--- config.mk ---
export PLATFORM = sky130hd
export DESIGN_NAME = pm_arbiter
export DESIGN_NICKNAME = d
export VERILOG_FILES = /design/src/rtl/pm_arb_pkg.sv /design/src/rtl/rr_select.sv /design/src/rtl/pm_arbiter.sv
export SDC_FILE = /design/constraint.sdc
export NUM_CORES = 1
export LEC_CHECK = 0
export BUFFER_PORTS_ARGS = -buffer_cell sky130_fd_sc_hd__clkbuf_2
export CAP_MARGIN = 20
export CELL_PAD_IN_SITES_DETAIL_PLACEMENT = 0
export CELL_PAD_IN_SITES_GLOBAL_PLACEMENT = 1
export CORE_AREA = 5 5 121 123
export DETAILED_ROUTE_END_ITERATION = 8
export DIE_AREA = 0 0 126 128
export GPL_TIMING_DRIVEN = 0
export PLACE_DENSITY = 0.91
export RECOVER_POWER = 25
export SLEW_MARGIN = 10
export SYNTH_ARGS = -nofsm -noshare
export SYNTH_HDL_FRONTEND = slang
export SYNTH_SLANG_ARGS = --single-unit
--- constraint.sdc ---
create_clock -name clk -period 6.24 [get_ports clk]
set_input_delay 0.624 -clock clk [delete_from_list [all_inputs] [get_ports clk]]
set_output_delay 0.624 -clock clk [all_outputs]
set_load 0.02 [all_outputs]
--- src/rtl/pm_arb_pkg.sv ---
// Shared types and helpers for the packet-manager write-port arbiter.
package pm_arb_pkg;

  typedef enum logic [1:0] {
    ST_IDLE     = 2'd0,
    ST_GRANT    = 2'd1,
    ST_ACK_WAIT = 2'd2,
    ST_GAP      = 2'd3
  } arb_state_e;

  // Ceiling log2, never below 1 so it can always size a vector.
  function automatic int clog2(input int unsigned value);
    int unsigned w;
    w = 1;
    while (((32'd1 << w) < value) && (w < 31)) w++;
    return int'(w);
  endfunction

  // Increment that sticks at the all-ones value of a width-bit counter.
  function automatic logic [63:0] sat_inc(input logic [63:0] value, input int unsigned width);
    logic [63:0] max_val;
    max_val = (width >= 64) ? '1 : ((64'd1 << width) - 64'd1);
    return (value >= max_val) ? value : value + 64'd1;
  endfunction

endpackage

--- src/rtl/rr_select.sv ---
// Combinational round-robin pick: first set request at or above ptr, wrapping.
module rr_select
  import pm_arb_pkg::*;
#(
  parameter int N_REQ = 4,
  parameter int ID_W  = 2
) (
  input  logic [N_REQ-1:0] req,
  input  logic [ID_W-1:0]  ptr,
  output logic [ID_W-1:0]  winner,
  output logic             valid
);

  logic [2*N_REQ-1:0] doubled;
  logic [N_REQ-1:0]   rotated;
  logic [ID_W-1:0]    offset;
  logic [ID_W:0]      sum;
  logic               found;

  // Rotate so ptr sits at bit 0, take the lowest set bit, then rotate back.
  always_comb begin
    doubled = {req, req} >> ptr;
    rotated = doubled[N_REQ-1:0];
    offset  = '0;
    found   = 1'b0;
    for (int unsigned i = 0; i < N_REQ; i++) begin
      if (!found && rotated[i]) begin
        offset = ID_W'(i);
        found  = 1'b1;
      end
    end
    sum = {1'b0, offset} + {1'b0, ptr};
    if (sum >= (ID_W+1)'(N_REQ)) sum = sum - (ID_W+1)'(N_REQ);
    winner = sum[ID_W-1:0];
    valid  = |req;
  end

endmodule

--- src/rtl/pm_arbiter.sv ---
// Round-robin arbiter sharing the command FIFO write port between packet managers.
module pm_arbiter
  import pm_arb_pkg::*;
#(
  parameter int N_REQ       = 4,
  parameter int GAP_CYCLES  = 1,
  parameter int ACK_TIMEOUT = 15,
  parameter int CNT_WIDTH   = 32
) (
  input  logic                     clk,
  input  logic                     rst,
  input  logic [N_REQ-1:0]         arb_request,
  input  logic [N_REQ-1:0]         arb_ack,
  output logic [N_REQ-1:0]         arb_grant,
  input  logic                     fifo_wr_ready,
  output logic                     busy,
  output logic [clog2(N_REQ)-1:0]  last_id,
  output logic                     timeout_err,
  output logic [CNT_WIDTH-1:0]     grant_count,
  output logic [CNT_WIDTH-1:0]     miss_count,
  output logic [CNT_WIDTH-1:0]     timeout_count
);

  localparam int ID_W   = clog2(N_REQ);
  localparam int WAIT_W = clog2(ACK_TIMEOUT + 1);
  localparam int GAP_W  = clog2(GAP_CYCLES + 1);
  localparam arb_state_e DONE_STATE = (GAP_CYCLES == 0) ? ST_IDLE : ST_GAP;
  localparam logic       DONE_BUSY  = (GAP_CYCLES != 0);

  arb_state_e        state;
  logic [ID_W-1:0]   ptr;
  logic [ID_W-1:0]   sel_id;
  logic              sel_valid;
  logic [WAIT_W-1:0] wait_cnt;
  logic [GAP_W-1:0]  gap_cnt;

  rr_select #(
    .N_REQ (N_REQ),
    .ID_W  (ID_W)
  ) u_select (
    .req    (arb_request),
    .ptr    (ptr),
    .winner (sel_id),
    .valid  (sel_valid)
  );

  // Grant FSM with its wait/gap counters and the statistics counters.
  // wait_cnt counts the GRANT cycle as 1, so the same timeout compare serves
  // both GRANT and ACK_WAIT (covers ACK_TIMEOUT=1 without a special case).
  always_ff @(posedge clk) begin
    if (!rst) begin
      state         <= ST_IDLE;
      ptr           <= '0;
      wait_cnt      <= '0;
      gap_cnt       <= '0;
      arb_grant     <= '0;
      busy          <= 1'b0;
      last_id       <= '0;
      timeout_err   <= 1'b0;
      grant_count   <= '0;
      miss_count    <= '0;
      timeout_count <= '0;
    end else begin
      arb_grant   <= '0;
      timeout_err <= 1'b0;
      unique case (state)
        ST_IDLE: begin
          if (sel_valid && fifo_wr_ready) begin
            state       <= ST_GRANT;
            busy        <= 1'b1;
            arb_grant   <= {{(N_REQ-1){1'b0}}, 1'b1} << sel_id;
            last_id     <= sel_id;
            ptr         <= (sel_id == ID_W'(N_REQ-1)) ? '0 : sel_id + ID_W'(1);
            wait_cnt    <= WAIT_W'(1);
            grant_count <= CNT_WIDTH'(sat_inc(64'(grant_count), CNT_WIDTH));
          end
        end
        ST_GRANT, ST_ACK_WAIT: begin
          if ((state == ST_GRANT) && !fifo_wr_ready)
            miss_count <= CNT_WIDTH'(sat_inc(64'(miss_count), CNT_WIDTH));
          if (arb_ack[last_id]) begin
            state   <= DONE_STATE;
            busy    <= DONE_BUSY;
            gap_cnt <= GAP_W'(1);
          end else if (wait_cnt >= WAIT_W'(ACK_TIMEOUT)) begin
            state         <= DONE_STATE;
            busy          <= DONE_BUSY;
            gap_cnt       <= GAP_W'(1);
            timeout_err   <= 1'b1;
            timeout_count <= CNT_WIDTH'(sat_inc(64'(timeout_count), CNT_WIDTH));
          end else begin
            state    <= ST_ACK_WAIT;
            wait_cnt <= wait_cnt + WAIT_W'(1);
          end
        end
        ST_GAP: begin
          if (gap_cnt >= GAP_W'(GAP_CYCLES)) begin
            state <= ST_IDLE;
            busy  <= 1'b0;
          end else begin
            gap_cnt <= gap_cnt + GAP_W'(1);
          end
        end
        default: begin
          state <= ST_IDLE;
          busy  <= 1'b0;
        end
      endcase
    end
  end

endmodule

# ---- Yosys cells after proc, flatten, opt, wreduce, memory -nomap -nowiden
# Cells that the tools add are included.
dict set report classes {
  bitwise_logic 6
  muxes 27
  eq_ne 10
  shifts 2
  n_reduce_logical 24
  addsub 8
  n_lt_le_gt_ge 7
}
# cell n
set op_table {}
lappend op_table {{32-bit by 1-bit adder with 32-bit output (second input constant)} 3}
lappend op_table {{32-bit greater-or-equal comparator (second input constant)} 3}
lappend op_table {{3-bit AND reduction} 5}
lappend op_table {{1-bit two-way mux} 13}
lappend op_table {{2-bit two-way mux} 6}
lappend op_table {{4-bit two-way mux} 3}
lappend op_table {{2-bit != test (second input constant)} 5}
lappend op_table {{4-bit one-hot mux with 2 select lines} 1}
lappend op_table {{4-bit AND reduction} 2}
lappend op_table {{8-bit by 2-bit >> shifter with 4-bit output} 1}
lappend op_table {{2-bit == test (second input constant)} 3}
lappend op_table {{1-bit NOT} 6}
lappend op_table {{2-bit one-hot mux with 3 select lines} 1}
lappend op_table {{1-bit logical AND} 5}
lappend op_table {{4-bit by 1-bit adder with 4-bit output (second input constant)} 1}
lappend op_table {{4-bit greater-or-equal comparator (second input constant)} 1}
lappend op_table {{1-bit zero test} 4}
lappend op_table {{2-bit AND reduction} 2}
lappend op_table {{2-bit nonzero test} 2}
lappend op_table {{4-bit OR reduction} 1}
lappend op_table {{1-bit by 2-bit left shift with 4-bit output (first input constant)} 1}
lappend op_table {{2-bit by 2-bit adder with 3-bit output} 1}
lappend op_table {{3-bit greater-or-equal comparator (second input constant)} 1}
lappend op_table {{2-bit by 3-bit < comparator with 1-bit output (second input constant)} 1}
lappend op_table {{12 further kinds} 12}
dict set report totals {
  out_inout_bits 104
  in_bits 11
  ff_bits 113
}

# ---- Logic depth before layout (Yosys ltp)
dict set report depth {
  depth_word 16
  depth_mapped 11
}

# ---- By module
# From an unflattened synthesis, not the netlist that was laid out.
dict set report hier_totals {
  hier_cells 694
  area_unflattened_um2 5894.4
}
# module seq_area_each_um2 instances area_each_um2 cells_per_inst
set modules_own_cells {}
lappend modules_own_cells {pm_arbiter 2262.2 1 5704.2 666}
lappend modules_own_cells {rr_select 0.0 1 190.2 28}

# ---- Worst setup path after synthesis
# Ideal clock, no wire load.
dict set report synth_path {
  kind {input to register}
  startpoint {in arb_ack[3]}
  endpoint {reg timeout_count[16]}
  t_required_ns 6.125
  path_stages 7
  t_arrival_ns 2.290
  setup_time_ns 0.115
  path_slack_ns 3.835
  n_path_buf 1
  cell_sequence {mux4_2 or3_1 buf_2 a211oi_2 nand4_1 xnor2_1 and2_1}
}
dict set report synth_via {
  elab_chain_len 4
}
# element line_no
set synth_rtl {}
lappend synth_rtl {{start, declared} pm_arbiter.sv:13} ;# input logic [N_REQ-1:0] arb_ack,
lappend synth_rtl {{1-bit binary-select mux with 2-bit select} pm_arbiter.sv:81} ;# if (arb_ack[last_id]) begin
lappend synth_rtl {{1-bit two-way mux (not written as such)} pm_arbiter.sv:81}
lappend synth_rtl {{1-bit NOT (no source line)} --}
lappend synth_rtl {{4-bit AND reduction (no source line)} --}
lappend synth_rtl {{end signal, assigned} pm_arbiter.sv:90} ;# timeout_count <= CNT_WIDTH'(sat_inc(64'(timeout_count), CNT_WIDTH));
lappend synth_rtl {{end, declared} pm_arbiter.sv:21} ;# output logic [CNT_WIDTH-1:0] timeout_count
# No other way between the ends. The select of a mux whose other input is x is not followed.
# A chain may end at the register's enable or synchronous reset.

# ---- Worst setup path in the final report
dict set report layout_path {
  startpoint {reg state[0]}
  endpoint {reg miss_count[22]}
}
dict set report layout_via {
  elab_chain_len 3
}
# element line_no
set layout_rtl {}
lappend layout_rtl {{start, declared} pm_arbiter.sv:30} ;# arb_state_e state;
lappend layout_rtl {{start signal, assigned} pm_arbiter.sv:52} ;# state <= ST_IDLE;
lappend layout_rtl {{start signal, assigned} pm_arbiter.sv:69} ;# state <= ST_GRANT;
lappend layout_rtl {{start signal, assigned} pm_arbiter.sv:82} ;# state <= DONE_STATE;
lappend layout_rtl {{2-bit by 1-bit == test with 1-bit output / 2-bit == test (equally long branches)} {pm_arbiter.sv:66, pm_arbiter.sv:79}}
lappend layout_rtl {{2-bit OR reduction / 1-bit logical AND (equally long branches)} {pm_arbiter.sv:66, pm_arbiter.sv:79}}
lappend layout_rtl {{3-bit AND reduction (no source line) *} --}
lappend layout_rtl {{end signal, assigned} pm_arbiter.sv:80} ;# miss_count <= CNT_WIDTH'(sat_inc(64'(miss_count), CNT_WIDTH));
lappend layout_rtl {{end, declared} pm_arbiter.sv:20} ;# output logic [CNT_WIDTH-1:0] miss_count,
# Mark *: on every way between the ends. The rest lies on a longest branch, timed or not.

==> impl_metrics.tcl <==
set metrics [dict create \
    rr_endpoint "miss_count[22]" \
    report.final.slew_viol_count 0 \
    drc 0 \
    io_pins 115 \
    leakage_uw 0.00269 \
    post-route-min-period_ns 2.60 \
    clk_latency_ns 0.41 \
    cp_num_buf_inv 3 \
    numCtsBuffers 17 \
    critPathMaxStageDelay_ns 0.49 \
    path_max_fanout 10 \
    viasPerCell 5.27 \
    worstSetupStartpoint "state[0]" \
    synthArstFlopShare 0 \
    syn_area_per_cell_um2 8.65 \
    path_cells "inv_1 -> ha_1 -> buf_4 -> nand3b_1 -> a311oi_1 -> clkbuf_1 -> nand4_1 -> xnor2_1 -> and2_1" \
    clockRootBuffer "clkbuf_16" \
    reg2reg_depth 9 \
    required_ns 6.53 \
    nets 812 \
    avgRoutedWirePerCell_um 14.5 \
    grt_overflow 0 \
    coreArea_um2 13600 \
    dpl.cell_count 954 \
    fin_setup_tns_ns 0 \
    period_share 0.417 \
    dieArea_um2 16100 \
    setup_ws_ns 3.64 \
    power.density_nw_per_um2 299 \
    area_growth_pct 22.8 \
    clkSinkCount 113 \
    cts.clk_slew.worst_paths_ns 0.05 \
    tritoncts "built" \
    drt_iter0_markers 219 \
    yosysWarnings 0 \
    tightestPinTransition_ns 0.666 \
    rr_startpoint "state[0]" \
    critPathTopFamily "buffers and inverters" \
    cp.depth 9 \
    wl_mm 14.2 \
    port_buffers 111 \
    cts.path.max_buffers 2 \
    synth_edf_count 0 \
    hold_buffers 0 \
    vias 5194 \
    cts_setup_buffers 0 \
    maxSlewHeadroom 0.552 \
    hold_path.class "flop to flop" \
    cpMaxStageDelayCell "a311oi_1" \
    cp-start-kind "flop" \
    crit_path_end "miss_count[22]" \
    grtUsageTotal 0.180 \
    synth_fp_nets 682 \
    vdd.ir_drop.worst_v 0.000163 \
    max_freq_mhz 385 \
    final_cells 986 \
    min_path_cells 1 \
    final_util 0.519 \
    gp_congestion 0.836 \
    fin_total_pwr_uw 2100 \
    finClkSkew_ns 0.00971 \
    h-tree-depth 4 \
    antenna_found_initial 0 \
    die_w_um 126 \
    synthCells 663 \
    grt_pass1_wl_mm 23.8 \
    end_kind "flop" \
    synth-seq-area-share 0.395 \
    grt_max_degree 17 \
    timing.max_cap.violations 0 \
    critPathArrivalTime_ns 2.89 \
    ys.flop_type "dfxtp_1" \
    synth_area_um2 5730 \
    dp_hpwl_mm 10.3 \
    synth_seq_cells 113 \
    hold_viol 0 \
    rows 43 \
    initial_utilization 0.423 \
    grt_pass1_vias 4796 \
    path_class "flop to flop" \
    status "finished, final reports clean" \
    insertedDiodeCount 0 \
    cts_resized 0 \
    setup_viol 0 \
    r2r_setup_slack_ns 3.64 \
    synth_cell_types 53 \
    grt_setup_unrepaired "no" \
    drive_gt1_frac 0.129 \
    post-place-ws_ns 3.40 \
    firstDrtPassIters 5 \
    ant_nets 0 \
    fp.dieH_um 128 \
]
## synthesized netlist by cell type, drive strengths merged (10+ instances only)
cell type | n | area share
clkbuf | 19 | 0.012
nand3 | 37 | 0.032
xor2 | 32 | 0.049
nor3 | 23 | 0.021
nand2 | 52 | 0.034
a21boi | 14 | 0.018
nand4 | 41 | 0.045
or3 | 15 | 0.016
nor2 | 36 | 0.024
inv | 13 | 0.0085
nor4 | 10 | 0.012
and2 | 80 | 0.087
xnor2 | 49 | 0.075
o21ai | 26 | 0.023
dfxtp | 113 | 0.39
and3 | 18 | 0.020
## metrics by stage
step	area (µm²)	hold WS (ns)
after detailed placement	6510	0.460
final	7040	0.470
after global placement	6510	0.456
after CTS	7110	0.473
after global routing	7040	0.498
after floorplan	5730	0.441
## worst min path at each step
stage / startpoint / end / slack (ns)
5_1_grt: gap_cnt / gap_cnt / 0.50
3_5_place_dp: gap_cnt / gap_cnt / 0.46
6_report: gap_cnt / gap_cnt / 0.47
3_3_place_gp: gap_cnt / gap_cnt / 0.46
4_1_cts: gap_cnt / gap_cnt / 0.47
2_1_floorplan: gap_cnt / gap_cnt / 0.44
## layout make-up
type / count / area [µm²]
flip-flops and latches: 113 / 2260
inverters: 13 / 48.8
clock buffers: 28 / 527
well taps: 180 / 225
multi-input cells: 510 / 3290
fillers: 1337 / 6520
repair buffers: 111 / 490
plain buffers: 27 / 126
clock inverters: 4 / 70.1
## report_power, final
| part | switching [µW] | internal, µW |
|---|---|---|
| registers | 29.3 | 760 |
| logic | 220 | 125 |
| clock network | 318 | 650 |
## layout by cell type, fill, tap and decap left out, types with 6 or more instances in the layout
cell,netlist,final
ha_1,8,8
xor2_1,32,32
nor2_1,36,36
nand3_1,37,37
and2_1,80,79
and3_1,18,18
nand2b_1,5,6
clkbuf_2,0,59
o21ai_0,26,26
inv_1,13,13
clkbuf_1,19,76
dfxtp_1,113,113
xnor2_1,49,49
nor4_1,9,9
a21oi_1,6,6
and4_1,6,6
a21boi_0,14,14
clkbuf_16,0,17
nand2_1,52,52
clkbuf_8,0,6
nand4_1,41,41
nor3_1,22,22
or3_1,15,15
## flip-flops by register name, summed over array words and instances, names as in the netlist
register       cells
arb_grant          4
busy               1
gap_cnt            1
grant_count       32
last_id            2
miss_count        32
ptr                2
state              2
timeout_count     32
timeout_err        1
wait_cnt           4
## per-layer routing
metal,GRT usage,vias up,part of all wire
met5,0,-,0
met1,0.231,2434,0.45
met4,0.0744,0,0.019
met2,0.289,138,0.48
met3,0.0471,18,0.055
li1,-,2604,-
## kinds of logic (layout without fill, tap and decap cells)
group | count (synthesis) | count (layout) | synth area share
and+or+nand+nor | 346 | 346 | 0.340
DFF | 113 | 113 | 0.395
xor gates and xnor gates | 81 | 81 | 0.124
AOI/OAI and AO/OA | 73 | 73 | 0.0875
buffers and inverters | 40 | 183 | 0.0306
adders and majority gates | 8 | 8 | 0.0175
muxes | 2 | 2 | 0.00567
No activity file was read; power rests on OpenSTA's default activity.
